<file path="src/rtl/uart_pkg.sv">
// Shared types and helpers for the UART transmit scheduler.
// Holds the payload word type, the header tag and the FSM states.
package uart_pkg;

  typedef logic signed [15:0] num;

  localparam logic [3:0] HDR_TAG = 4'hA;

  typedef enum logic [2:0] {
    IDLE,
    START,
    GAP,
    WAIT,
    FINISH
  } sched_state_t;

  function automatic logic [7:0] num_byte(
    input num   n,
    input logic hi
  );
    return hi ? n[15:8] : n[7:0];
  endfunction

endpackage

</file>
<file path="src/rtl/uart_tx_scheduler_rr_arbiter.sv">
// Round-robin pick: first set request at or after ptr, wrapping.
// Purely combinational; the pointer register lives in the scheduler.
module rr_arbiter #(
  parameter int N = 4,
  localparam int IW = (N > 1) ? $clog2(N) : 1
) (
  input  logic [N-1:0]  req,
  input  logic [IW-1:0] ptr,
  input  logic          en,
  output logic [N-1:0]  gnt,
  output logic [IW-1:0] idx
);

  logic found;
  int   j;

  always_comb begin
    gnt   = '0;
    idx   = '0;
    found = 1'b0;
    j     = 0;
    for (int i = 0; i < N; i++) begin
      j = int'(ptr) + i;
      if (j >= N) j = j - N;
      if (en && !found && req[j]) begin
        found  = 1'b1;
        gnt[j] = 1'b1;
        idx    = IW'(j);
      end
    end
  end

endmodule

</file>
<file path="src/rtl/uart_tx_scheduler.sv">
// Shares one byte serializer among N_REQ requesters, round-robin,
// sending a header byte then each num LSB first, paced on tx_busy.
module uart_tx_scheduler
  import uart_pkg::*;
#(
  parameter int N_REQ  = 4,
  parameter int N_NUMS = 1
) (
  input  logic             clk,
  input  logic             reset,
  input  logic [N_REQ-1:0] req,
  input  num               req_nums [N_REQ*N_NUMS],
  output logic [N_REQ-1:0] grant,
  output logic             done,
  output logic             sched_busy,
  input  logic             tx_busy,
  output logic             tx_start,
  output logic [7:0]       tx_byte
);

  localparam int IW = (N_REQ > 1) ? $clog2(N_REQ) : 1;
  localparam int NB = 1 + 2 * N_NUMS;
  localparam int BW = $clog2(NB);
  localparam logic [BW-1:0] LAST_B  = BW'(NB - 1);
  localparam logic [IW-1:0] LAST_ID = IW'(N_REQ - 1);

  sched_state_t state_q, state_d;

  logic [IW-1:0]    ptr_q;
  logic [IW-1:0]    id_q;
  logic [IW-1:0]    arb_idx;
  logic [IW-1:0]    nxt_ptr;
  logic [N_REQ-1:0] arb_gnt;
  logic [BW-1:0]    idx_q;
  num               buf_q [N_NUMS];
  logic [7:0]       cur_byte;
  logic             idle;
  logic             any_req;
  logic             cap;
  logic             last;
  int               k;

  assign idle    = (state_q == IDLE);
  assign any_req = |req;
  assign cap     = idle && any_req;
  assign last    = (idx_q == LAST_B);
  assign nxt_ptr = (arb_idx == LAST_ID) ? '0 : arb_idx + IW'(1);

  rr_arbiter #(
    .N(N_REQ)
  ) u_arb (
    .req(req),
    .ptr(ptr_q),
    .en (idle),
    .gnt(arb_gnt),
    .idx(arb_idx)
  );

  // Byte 0 is the header; byte k>0 is num (k-1)/2, low half first.
  always_comb begin
    k        = int'(idx_q);
    cur_byte = {HDR_TAG, 4'(id_q)};
    if (k != 0) begin
      cur_byte = num_byte(buf_q[(k-1)/2], ((k - 1) % 2) != 0);
    end
  end

  always_comb begin
    state_d = state_q;
    unique case (state_q)
      IDLE:    if (any_req) state_d = START;
      START:   state_d = GAP;
      GAP:     state_d = WAIT;
      WAIT:    if (!tx_busy) state_d = last ? FINISH : START;
      FINISH:  state_d = IDLE;
      default: state_d = IDLE;
    endcase
  end

  always_ff @(posedge clk or negedge reset) begin
    if (!reset) state_q <= IDLE;
    else        state_q <= state_d;
  end

  always_ff @(posedge clk or negedge reset) begin
    if (!reset) begin
      ptr_q      <= '0;
      id_q       <= '0;
      idx_q      <= '0;
      grant      <= '0;
      done       <= 1'b0;
      sched_busy <= 1'b0;
      tx_start   <= 1'b0;
      tx_byte    <= 8'h00;
    end else begin
      grant    <= '0;
      done     <= 1'b0;
      tx_start <= 1'b0;
      unique case (state_q)
        IDLE: begin
          if (any_req) begin
            grant      <= arb_gnt;
            id_q       <= arb_idx;
            ptr_q      <= nxt_ptr;
            idx_q      <= '0;
            sched_busy <= 1'b1;
          end
        end
        START: begin
          tx_start <= 1'b1;
          tx_byte  <= cur_byte;
        end
        WAIT: begin
          if (!tx_busy) begin
            if (last) done  <= 1'b1;
            else      idx_q <= idx_q + BW'(1);
          end
        end
        FINISH:  sched_busy <= 1'b0;
        default: ;
      endcase
    end
  end

  // Payload contents are irrelevant until a capture, so no reset here.
  always_ff @(posedge clk) begin
    if (cap) begin
      for (int n = 0; n < N_NUMS; n++) begin
        buf_q[n] <= req_nums[int'(arb_idx) * N_NUMS + n];
      end
    end
  end

endmodule

</file>
<file path="config.mk">
export PLATFORM = sky130hd
export DESIGN_NAME = uart_tx_scheduler
export DESIGN_NICKNAME = d
export VERILOG_FILES = /design/src/rtl/uart_pkg.sv /design/src/rtl/uart_tx_scheduler_rr_arbiter.sv /design/src/rtl/uart_tx_scheduler.sv
export SDC_FILE = /design/constraint.sdc
export NUM_CORES = 1
export LEC_CHECK = 0
export CAP_MARGIN = 20
export CORE_UTILIZATION = 46
export CTS_BUF_LIST = sky130_fd_sc_hd__clkbuf_16
export DETAILED_ROUTE_END_ITERATION = 12
export HOLD_SLACK_MARGIN = 0.1
export MAX_ROUTING_LAYER = met4
export PLACE_DENSITY_LB_ADDON = 0.12
export SYNTH_ARGS = -nofsm -noshare
export SYNTH_HDL_FRONTEND = slang
export SYNTH_HIERARCHICAL = 1
export SYNTH_SLANG_ARGS = --single-unit
</file>
<file path="constraint.sdc">
create_clock -name clk -period 4.9 [get_ports clk]
set_input_delay 1.47 -clock clk [delete_from_list [all_inputs] [get_ports clk]]
set_output_delay 1.47 -clock clk [all_outputs]
set_load 0.05 [all_outputs]
</file>
==> reports/metrics.cfg <==
[timing]
fmax_mhz = 226
timing.hold.ws_ns = 0.473
hold_viol_final = 0
finalCritPeriodShare = 0.901
finalSetupViolCount = 0
skew_ns = 0.00489
finalSetupTns_ns = 0
tightest_slew_ns = 0.889
fin_crit_ns = 4.42
relSlewSlack = 0.404
rsz0062_at_grt = no
slew_violations = 0

[grt]
grt_pass1_wl_um = 7960
grt_antenna_before_repair = 0
grt_max_degree = 25
overflow = 0
grt_util_all_layers = 0.196
grt_pass1_vias = 1729

[worst_setup_path]
arrival_ns = 4.58
start_kind = primary input
required_ns = 5.06
cpPeakStageDelay_ns = 0.63
path_class = primary input to flop
worstPathMaxFanout = 18
crit_path_top_delay_cell = mux4_2
crit_path_cell_trace = clkdlybuf4s50_1 > mux4_2 > or3_4 > a2111oi_4 > o2bb2ai_2 > ha_1 > mux2_2
critPathCaptureType = flop
critPathLaunch = req[1]
r2r_start = ptr_q[0]
crit_buf_inv = 1
path_delay_family = multiplexers

[cts]
htree_num_levels = 2
clockBufferDepth = 2
numCtsBuffers = 5
clkLatencyLatePin_ns = 0.28
clkSlewWorstSetupHoldPaths_ns = 0.06
cts_setup_buffers = 0
ctsResizeCount = 0
cts_tree = yes
ctsHoldBuffers = 0
cts.sinks = 40
cts-root-buf = clkbuf_16

[yosys]
ys_seq_elements = 40
synth_nets = 275
syn_inst = 194
ys_seq_area_frac = 0.438
syn_avg_cell_area_um2 = 12.7
yosys_warnings = 6
synthDistinctLibCells = 40
synthDominantCellAreaShare = 0.243
synth_largest_area_cell = dfrtp_1
yosys-top-cells-area = dfrtp_1, edfxtp_1, mux4_2
netlist_area_mm2 = 0.00247

[final_layout]
antenna_cells = 0
nets = 357
drive_above_1_share = 0.162
area_growth_pct = 42.1
fill_cells = 420
final_area_mm2 = 0.00351

[drt]
vias_per_cell = 5.39
final_antenna_net_count = 0
drc = 0
drt_iter0_drc = 100
drtPass1Iterations = 4
num_vias = 1872
wire_per_inst_um = 14.9
wl_um = 5170

[pwr]
power.internal_mw = 1.02
power.leakage_nw = 1.34
power.total_mw = 1.69
seq_power_share = 0.329
p_clk_frac = 0.186
power.switching_mw = 0.673
power_density_mw_per_mm2 = 482
swShare = 0.398
combPwrFrac = 0.485
peakVddDrop_mv = 0.250

[floorplanning]
die_x_um = 75.2
die-area_mm2 = 0.00566
fp.coreArea_mm2 = 0.00514
io_pins = 86
initial_utilization = 0.480
die_h_um = 75.2
rows = 26

[place]
place.gp.congestion = 0.899
port_buffers = 85
placedInstanceArea_mm2 = 0.00335
place_hpwl_um = 3930

[job]
cap_violations = 0

[worst_hold_path]
hold_start = tx_byte[7]
hp-class = flop to flop

[outcome]
status = completed

## worst paths after layout
path                       slack [ns]  depth (start not counted)          to
setup / recovery                 0.48                          7    ptr_q[1]
hold / removal                   0.47                          2  tx_byte[7]
setup reg to reg                 1.01                          8    ptr_q[1]
hold reg to reg                  0.47                          2  tx_byte[7]
max in group asynchronous        2.83                          2  tx_byte[4]
min in group asynchronous        1.57                          1    idx_q[0]
## synth_stat cells (all sizes together)
master   instances
a31oi            1
clkbuf           2
nand2           21
nand3b           4
mux2i            8
mux4            19
nor2             4
dfrtp           24
and2             4
o31ai            4
a221o            4
edfxtp          16
nor3             4
a2111oi          1
nor4             3
o21bai           1
nand4bb          1
ha              10
buf             12
o2bb2ai          1
or3b             1
mux2             6
inv              9
nor4b            1
or3              2
a21oi            6
o21ai            8
a2bb2oi          1
a211oi           4
o211ai           3
nor2b            7
a21o             1
nand2b           1
## worst min-delay path, cell delays in order (launching register included)
cell and delay (ns):
dfrtp_1 0.34, nand2_1 0.06, o21ai_2 0.05
## per-layer routing
layer	GRT usage	routed length (um)	share of wire	vias up
met1	0.264	2310	0.45	893
met5	-	0	0	-
met3	0.0375	242	0.047	4
met4	0.0453	24	0.0046	0
met2	0.309	2590	0.50	74
li1	-	-	-	901
## kinds of logic (layout without fill, tap and decap cells)
kind of cell	count (synthesis)	count (layout)	share of synthesized area
simple gates	53	53	0.120
buf+inv	23	106	0.0512
mux	33	33	0.233
flops	40	40	0.438
compound gates	35	35	0.106
fa+ha+maj	10	10	0.0507
## metrics by stage
stage	instances	setup WS (ns)	util
6_report	347	0.484	0.682
3_5_place_dp	338	0.209	0.651
4_1_cts	346	0.486	0.679
2_1_floorplan	194	1.03	-
5_1_grt	347	0.353	0.682
3_3_place_gp	338	0.266	0.651
## final cells by class
cell class	instances	area (um^2)	share of cell area
Sequential cell	40	1080	0.308
Clock buffer	5	125	0.0357
Inverter	9	33.8	0.00963
Multi-Input combinational cell	131	1270	0.363
Clock inverter	3	18.8	0.00535
Tap cell	70	87.6	0.0250
Timing Repair Buffer	89	888	0.253
## cell usage in the layout, fill, tap and decap left out, drive strengths merged, types with 3 or more instances in the layout
cell type | synthesis | routed
o31ai | 4 | 4
o21ai | 8 | 8
a221o | 4 | 4
mux2i | 8 | 8
nand2 | 21 | 21
mux4 | 19 | 19
nor2 | 4 | 4
nor4 | 3 | 3
edfxtp | 16 | 16
nor3 | 4 | 4
nand3b | 4 | 4
inv | 9 | 9
and2 | 4 | 4
clkinv | 0 | 3
clkbuf | 2 | 5
nor2b | 7 | 7
mux2 | 6 | 6
a21oi | 6 | 6
dfrtp | 24 | 24
buf | 12 | 4
clkdlybuf4s50 | 0 | 85
o211ai | 3 | 3
ha | 10 | 10
a211oi | 4 | 4
## sequential cells by signal, summed over array words and instances (netlist names)
register and flops:
buf_q 16, tx_byte 8, grant 4, state_q 3, id_q 2, idx_q 2, ptr_q 2, done 1
sched_busy 1, tx_start 1
## power groups by stage
stage	Clock [mW]	Combinational, mW	Sequential [mW]
finish	0.315	0.819	0.555
detailed placement	0	0.815	0.562
global route	0.331	0.890	0.572
floorplan	0	0.517	0.643
global placement	0	0.804	0.559
CTS	0.316	0.818	0.556
(Power assumes the default switching activity.)
